===== config.mk =====
export PLATFORM = sky130hd
export DESIGN_NAME = pin_gather_arb
export DESIGN_NICKNAME = d
export VERILOG_FILES = /design/src/rtl/pin_gather_arb_pkg.sv /design/src/rtl/pin_compress.sv /design/src/rtl/pin_gather_arb.sv
export SDC_FILE = /design/constraint.sdc
export NUM_CORES = 1
export LEC_CHECK = 0
export BUFFER_PORTS_ARGS = -buffer_cell sky130_fd_sc_hd__buf_2
export CORE_ASPECT_RATIO = 1.5
export CORE_MARGIN = 5
export CORE_UTILIZATION = 50
export CTS_CLUSTER_SIZE = 8
export DETAILED_ROUTE_END_ITERATION = 6
export PLACE_DENSITY = 0.86
export SLEW_MARGIN = 20
export SYNTH_ARGS = -nofsm -noshare
export SYNTH_HDL_FRONTEND = slang
export SYNTH_SLANG_ARGS = --single-unit

===== constraint.sdc =====
create_clock -name clk -period 3.6 [get_ports clk]
set_clock_uncertainty 0.05 [all_clocks]
set_input_delay 0.36 -clock clk [delete_from_list [all_inputs] [get_ports clk]]
set_output_delay 0.36 -clock clk [all_outputs]
set_load 0.02 [all_outputs]

===== src/rtl/pin_gather_arb_pkg.sv =====
// pin_gather_arb_pkg: FSM state encoding and popcount helper shared by the pin gather arbiter
package pin_gather_arb_pkg;

    typedef enum logic [1:0] {
        IDLE     = 2'd0,
        COMPRESS = 2'd1,
        RESP     = 2'd2
    } state_t;

    localparam int POP_MAX = 256;

    function automatic int unsigned popcount(input logic [POP_MAX-1:0] v);
        int unsigned n;
        n = 0;
        for (int i = 0; i < POP_MAX; i++) n += 32'(v[i]);
        return n;
    endfunction

endpackage


===== src/rtl/pin_compress.sv =====
// pin_compress: packs the data bits at set mask positions, lowest first, into the result LSBs
module pin_compress #(
    parameter int WIDTH = 16
) (
    input  logic [WIDTH-1:0] data,
    input  logic [WIDTH-1:0] mask,
    output logic [WIDTH-1:0] result
);

    // walk pins from the top down so the lowest selected pin lands in bit 0
    always_comb begin
        result = '0;
        for (int i = WIDTH - 1; i >= 0; i--)
            if (mask[i]) result = (result << 1) | WIDTH'(data[i]);
    end

endmodule


===== src/rtl/pin_gather_arb.sv =====
// pin_gather_arb: round-robin arbiter serving masked pin-gather requests through one compressor
module pin_gather_arb
    import pin_gather_arb_pkg::*;
#(
    parameter int WIDTH = 16,
    parameter int NREQ  = 4
) (
    input  logic                       clk,
    input  logic                       rst_n,
    input  logic [WIDTH-1:0]           io_in,
    input  logic [NREQ-1:0]            req_valid,
    input  logic [NREQ*WIDTH-1:0]      req_mask,
    output logic [NREQ-1:0]            req_ready,
    output logic [NREQ-1:0]            rsp_valid,
    input  logic [NREQ-1:0]            rsp_ready,
    output logic [WIDTH-1:0]           rsp_data,
    output logic [$clog2(WIDTH+1)-1:0] rsp_count
);

    localparam int CW = $clog2(WIDTH + 1);
    localparam int IW = $clog2(NREQ);

    state_t             state_q, state_d;
    logic [IW-1:0]      rr_ptr_q, rr_ptr_d;
    logic [IW-1:0]      id_q, id_d;
    logic [WIDTH-1:0]   mask_q, mask_d;
    logic [WIDTH-1:0]   data_q, data_d;
    logic [WIDTH-1:0]   rsp_data_q, rsp_data_d;
    logic [CW-1:0]      rsp_count_q, rsp_count_d;
    logic               armed_q, armed_d;
    logic [WIDTH-1:0]   packed_w;
    logic [POP_MAX-1:0] mask_ext;
    logic [IW-1:0]      gnt;
    logic [IW-1:0]      idx;
    logic [IW:0]        sum;
    logic               found;

    pin_compress #(.WIDTH(WIDTH)) u_compress (
        .data   (data_q),
        .mask   (mask_q),
        .result (packed_w)
    );

    // round-robin search: first valid requester at or after rr_ptr, wrapping modulo NREQ
    always_comb begin
        found = 1'b0;
        gnt   = '0;
        sum   = '0;
        idx   = '0;
        for (int k = 0; k < NREQ; k++) begin
            sum = {1'b0, rr_ptr_q} + (IW+1)'(k);
            idx = (sum >= (IW+1)'(NREQ)) ? IW'(sum - (IW+1)'(NREQ)) : IW'(sum);
            if (!found && req_valid[idx]) begin
                found = 1'b1;
                gnt   = idx;
            end
        end
    end

    // next state, handshake strobes and register loads; strobes are held low while in reset
    always_comb begin
        state_d     = state_q;
        rr_ptr_d    = rr_ptr_q;
        id_d        = id_q;
        mask_d      = mask_q;
        data_d      = data_q;
        rsp_data_d  = rsp_data_q;
        rsp_count_d = rsp_count_q;
        armed_d     = 1'b1;
        req_ready   = '0;
        rsp_valid   = '0;
        mask_ext    = '0;
        mask_ext[WIDTH-1:0] = mask_q;
        case (state_q)
            IDLE: begin
                if (found && armed_q && rst_n) begin
                    req_ready[gnt] = 1'b1;
                    id_d           = gnt;
                    mask_d         = req_mask[int'(gnt)*WIDTH +: WIDTH];
                    data_d         = io_in;
                    state_d        = COMPRESS;
                end
            end
            COMPRESS: begin
                rsp_data_d  = packed_w;
                rsp_count_d = CW'(popcount(mask_ext));
                state_d     = RESP;
            end
            RESP: begin
                rsp_valid[id_q] = rst_n;
                if (rsp_ready[id_q]) begin
                    rr_ptr_d = (id_q == IW'(NREQ - 1)) ? '0 : id_q + 1'b1;
                    state_d  = IDLE;
                end
            end
            default: state_d = IDLE;
        endcase
    end

    // state and datapath registers; reset drops any transaction in flight
    always_ff @(posedge clk) begin
        if (!rst_n) begin
            state_q     <= IDLE;
            rr_ptr_q    <= '0;
            id_q        <= '0;
            mask_q      <= '0;
            data_q      <= '0;
            rsp_data_q  <= '0;
            rsp_count_q <= '0;
            armed_q     <= 1'b0;
        end else begin
            state_q     <= state_d;
            rr_ptr_q    <= rr_ptr_d;
            id_q        <= id_d;
            mask_q      <= mask_d;
            data_q      <= data_d;
            rsp_data_q  <= rsp_data_d;
            rsp_count_q <= rsp_count_d;
            armed_q     <= armed_d;
        end
    end

    assign rsp_data  = rsp_data_q;
    assign rsp_count = rsp_count_q;

endmodule


### After elaboration in Yosys (flattened, before gate mapping)

Index checks and enable logic that the tools add are counted.

* add/subtract/negate cells: 23
* multiply operators: 0
* divide/modulo/power cells: 0
* order comparisons: 12
* equal/unequal tests: 5
* shift operators: 1
* multiplexer cells: 50
* bitwise operators: 16
* reductions and logical operators: 14

Operators by type and width (number)
* 16-bit two-way mux: 15
* 16-bit by 1-bit bitwise OR with 16-bit output: 15
* 64-bit by 7-bit variable part select with 16-bit output: 1
* 5-bit by 1-bit adder with 5-bit output: 11
* 2-bit two-way mux: 11
* 2-bit by 3-bit < comparator with 1-bit output, second input constant: 6
* 1-bit two-way mux: 13
* 4-bit two-way mux: 3
* 1-bit binary-select mux with 2-bit select: 5
* 3-bit >= comparator, second input constant: 3
* 2-bit by 1-bit subtractor with 2-bit output, second input constant: 4
* 1-bit logical AND: 7
* 2-bit by 2-bit adder with 3-bit output, second input constant: 2
* 2-bit one-hot mux with 3 select lines: 1
* 2-bit AND reduction: 3
* 4-bit by 1-bit adder with 5-bit output: 1
* 3-bit by 1-bit adder with 4-bit output: 1
* 4-bit bitwise AND: 1
* 1-bit demux with 2-bit select: 2
* 2-bit equality test, second input constant: 2
* 2-bit by 1-bit >= comparator with 1-bit output, second input constant: 2
* 2-bit inequality test, second input constant: 2
* 2-bit by 1-bit adder with 3-bit output: 1
* 2-bit by 1-bit adder with 3-bit output, second input constant: 1
* 6 further kinds: 8

* register bits: 60
* bits in latches: 0
* RAM bits: 0
* memory bits (read-only): 0
* output and inout port bits: 29
* memories kept: 0

### Longest topological paths before layout

* word-level depth: 31
* depth in mapped cells: 16

### By module

Synthesis repeated with hierarchy kept, for this count alone.

* cells, all modules: 762
* area, all modules: 5833.1 um2

By module, submodules not included
* pin_gather_arb: times used 1, cells an instance 355, area each 3201.8 um2, sequential area each 1201.2 um2
* pin_compress: times used 1, cells an instance 407, area each 2631.3 um2, sequential area each 0.0 um2

### Least setup slack after synthesis

OpenSTA, ideal clock, no wires.

* kind: register to register
* start point: register mask_q[3]
* end point: register rsp_count_q[4], in the netlist rsp_count[4]
* arrival: 3.788 ns
* setup slack: -0.366 ns
* cell stages (with the launch flop): 15
* period minus slack after synthesis: 3.966 ns
* path through: dfxtp_1 > clkbuf_1 > inv_1 > clkbuf_1 > fa_1 > fa_1 > fa_1 > fa_1 > inv_1 > ha_1 > fa_1 > a21oi_1 > nor2_1 > a21oi_1 > nor2_1

* word-level cells in the longest chain between the ends: 13

RTL lines
* start: declaration: RTL line pin_gather_arb.sv:26 `logic [WIDTH-1:0] mask_q, mask_d;`
* start signal: assignment: RTL line pin_gather_arb.sv:115 `mask_q <= mask_d;`
* 3-bit by 1-bit adder with 4-bit output: RTL line pin_gather_arb_pkg.sv:15 `for (int i = 0; i < POP_MAX; i++) n += 32'(v[i]);`
* 4-bit by 1-bit adder with 5-bit output: RTL line pin_gather_arb_pkg.sv:15
* 5-bit by 1-bit adder with 5-bit output (11 in series): RTL line pin_gather_arb_pkg.sv:15
* end signal: assignment: RTL line pin_gather_arb.sv:118 `rsp_count_q <= rsp_count_d;`
* end: declaration: RTL line pin_gather_arb.sv:29 `logic [CW-1:0] rsp_count_q, rsp_count_d;`

No other way between the ends.
A chain may end at the register's enable or synchronous reset.

### Worst setup path after layout

* start point: register mask_q[15]
* end point: register rsp_data_q[6], in the netlist rsp_data[6]

* word-level cells in the longest chain between the ends: 22
* elaborated cells between the ends (all ways): 31
* those cells by class: mux (16); bitwise (15)

RTL lines
* 1-bit two-way mux *: RTL line pin_compress.sv:14 `if (mask[i]) result = (result << 1) | WIDTH'(data[i]);`
* 16-bit by 1-bit bitwise OR with 16-bit output / 16-bit two-way mux (equally long branches): RTL line pin_compress.sv:14
* 16-bit two-way mux *: RTL line pin_compress.sv:14
* 16-bit by 1-bit bitwise OR with 16-bit output / 16-bit two-way mux (equally long branches): RTL line pin_compress.sv:14
* 16-bit two-way mux *: RTL line pin_compress.sv:14
* 16-bit by 1-bit bitwise OR with 16-bit output / 16-bit two-way mux (equally long branches): RTL line pin_compress.sv:14
* 16-bit two-way mux *: RTL line pin_compress.sv:14
* 16-bit by 1-bit bitwise OR with 16-bit output / 16-bit two-way mux (equally long branches): RTL line pin_compress.sv:14
* 16-bit two-way mux *: RTL line pin_compress.sv:14
* 16-bit by 1-bit bitwise OR with 16-bit output / 16-bit two-way mux (equally long branches): RTL line pin_compress.sv:14
* 16-bit two-way mux *: RTL line pin_compress.sv:14
* 16-bit by 1-bit bitwise OR with 16-bit output / 16-bit two-way mux (equally long branches): RTL line pin_compress.sv:14
* 16-bit two-way mux * (10 in series): RTL line pin_compress.sv:14
* end signal: assignment: RTL line pin_gather_arb.sv:117 `rsp_data_q <= rsp_data_d;`
* end: declaration: RTL line pin_gather_arb.sv:28 `logic [WIDTH-1:0] rsp_data_q, rsp_data_d;`

Every way passes the cells marked *; elsewhere a longest branch is shown, timed or not.

==> reports/qor.csv <==
metric;value;unit
data arrival time of the worst path;4.06;ns
design area;7242;um2
Pwr Density;352.4;nW/um2
Finished Core Util;0.6914;
Die ar.;12780;um2
asr flop ratio synth;0;
post-DR vias/cell;6.590;
status;complete, but fails checks;
# fillers;758;
commonest non-fill, non-tap cell in the layout;buf_2;
f_max;260.0;MHz
first-pass GRT wire length;31640;um
RR Startpoint;mask_q[15]$_SDFFE_PN0P_;
Clk pin slew, worst setup/hold paths;0.06;ns
HP Class;in -> reg;
ys flop type;dfxtp_1;
Max-Cap Viols;0;
max_slew headroom;0.4427;
final setup fails;10;
Crit. End Element;register;
die height;136.0;um
Clock Latency Late Sink;0.35;ns
Setup TNS;-1.328;ns
routed len/inst;20.15;um
Layout Nets;995;
vias after detailed routing;6821;
largest cells by area after synthesis;dfxtp_1 23%, nand2_1 7.7%, a21oi_1 5.6%;
dpl cell area;6442;um2
largest net degree at the start of global routing;54;
crit-path max FO;8;
first-pass detailed-route iteration total;6;
RSZ-0062 raised after global routing;true;
Tightest Pin Transition;0.8348;ns
Root Buffer;clkbuf_16;
Mean Syn Cell Area;7.315;um2
Final min period;3.846;ns
Placed Instances;1009;
failing checks;negative setup slack;
area growth from synthesis to layout;36.93;%
YS warnings;0;
initial antenna violation count;0;
Final Max Slew Viols;0;
GP Congestion;0.9360;
Die Wd;93.98;um
Antenna Nets Post-Route;0;
starting density of the core;0.5049;
Synth area leader;dfxtp_1;
worst setup path start;mask_q[15]$_SDFFE_PN0P_;
clock sinks;60;
vias in the first global route;6703;
Crit Reg-Reg Endpoint;rsp_data[6]$_SDFFE_PN0N_;
Total Power;0.002552;W
CP Class;reg -> reg;
reg2reg path depth;16;
mapped cell area;5289;um2
Cells after Synth;723;
Synth Register Bits;60;
Core ar.;10480;um2
post-route insts no fill;1035;
Setup WS post-layout;-0.2456;ns
Tcrit/Tclk final;1.068;
share of cells above drive strength 1;0.3681;
DRT Wirelength;20850;um
Worst Setup EP;rsp_data[6]$_SDFFE_PN0N_;
distinct cell type count of the synthesized netlist;81;
Syn Nets;832;
Row Count;46;
Final Hold Viols;0;
Detail Placement HPWL;13610;um
commonest non-fill, non-tap cells in the layout;119 x buf_2, 108 x nand2_1, 84 x buf_4;
worst hold stages;3;
num ports;119;
number of synthesized flops with an enable pin;0;
Max VDD drop;383.1;uV
clock tree from TritonCTS;built;
startpoint types;register;
drt drc;0;
Register-to-Register Setup Slack;-0.25;ns
leakage;2.999;nW
initial DRC count;798;
clock buffer depth;2;
GRT Total Usage;0.3107;
Synth top area share;0.2271;
total gr overflow;0;
area of the multi-input gates;4144;um2
Worst EP required;3.81;ns
H-tree levels;3;
CTS buffer count;9;
antenna cells;0;
Seq. cell area;1221;um2
register area share after synthesis;0.2271;
port buffer count;118;
-- routing by layer --
layer	up-vias	global-route usage	routed length, um
li1	3013	-	-
met1	3163	0.3218	7074
met2	469	0.5480	10440
met3	176	0.05094	1541
met4	0	0.2394	1802
met5	-	0	0
-- worst max-delay path: stages, from the launching register on --
cell	delay (ns)
dfxtp_4	0.37
buf_12	0.10
nand3b_4	0.18
a311oi_2	0.36
buf_4	0.21
o32ai_2	0.12
buf_4	0.17
buf_4	0.13
o21ai_0	0.19
o2bb2ai_1	0.13
buf_4	0.17
a211oi_2	0.34
a211oi_1	0.19
a311o_1	0.35
mux2_2	0.27
mux2_4	0.29
o221ai_2	0.15
-- cell type report --
type / instances / share of cell area
Clock buffer: 12 / 0.03542
Clock inverter: 4 / 0.006565
Inverter: 32 / 0.01710
Multi-Input combinational cell: 577 / 0.5722
Sequential cell: 60 / 0.1686
Tap cell: 144 / 0.02488
Timing Repair Buffer: 206 / 0.1752
-- cell usage after synthesis, drive strengths merged (16+ instances only) --
cell type and count:
o21ai 20, nor2 67, clkbuf 44, nand2 110
a21oi 59, and2 18, dfxtp 60, mux2 16
a311oi 22, nor3 16, nand3 19, a211oi 30
inv 25
-- registers in the layout (all words and copies together), names as in the netlist --
| signal | count |
|---|---|
| data_q | 16 |
| mask_q | 16 |
| rsp_data | 16 |
| rsp_count | 5 |
| id_q | 2 |
| rr_ptr_q | 2 |
| state_q | 2 |
| armed_q | 1 |
-- power by group --
group / leakage [nW] / internal [W] / switching (W)
sequential: 0.494 / 0.000702 / 0.0000389
combinational: 2.36 / 0.000393 / 0.000525
clock: 0.149 / 0.000571 / 0.000322
-- logic make-up after synthesis --
family | after synthesis | synth area share
AOI/OAI and AO/OA | 238 | 0.3265
xor gates and xnor gates | 8 | 0.01325
adders and majority gates | 19 | 0.05914
buffers and inverters | 86 | 0.06529
DFF | 60 | 0.2271
muxes | 26 | 0.05607
and+or+nand+nor | 286 | 0.2527
-- through the flow --
stage          worst slack, ns  hold WS [ns]
2_1_floorplan         -0.01285        0.3377
3_3_place_gp          -0.09537        0.3906
3_5_place_dp           -0.1368        0.3988
4_1_cts              -0.009791        0.2087
5_1_grt                -0.3045        0.2151
6_report               -0.2456        0.2048
-- repair_timing --
item | in CTS | in global routing
hold buffers | 0 | 0
gates resized for setup | 39 | 53
setup buffers | 6 | 5
cloned | 0 | 0
pin swaps | 16 | 16
endpoints found under the setup margin | 10 | 16
-- worst min path at each step --
stage | start | to | slack [ns]
finish | io_in[8] | data_q[8]$_SDFFE_PN0P_ | 0.20
floorplan | rst_n | armed_q$_DFF_P_ | 0.34
detailed placement | data_q[3]$_SDFFE_PN0P_ | data_q[3]$_SDFFE_PN0P_ | 0.40
global placement | rsp_data[15]$_SDFFE_PN0N_ | rsp_data[15]$_SDFFE_PN0N_ | 0.39
global route | io_in[2] | data_q[2]$_SDFFE_PN0P_ | 0.22
CTS | io_in[12] | data_q[12]$_SDFFE_PN0P_ | 0.21
Note: power is estimated with default switching activity, not from simulation.
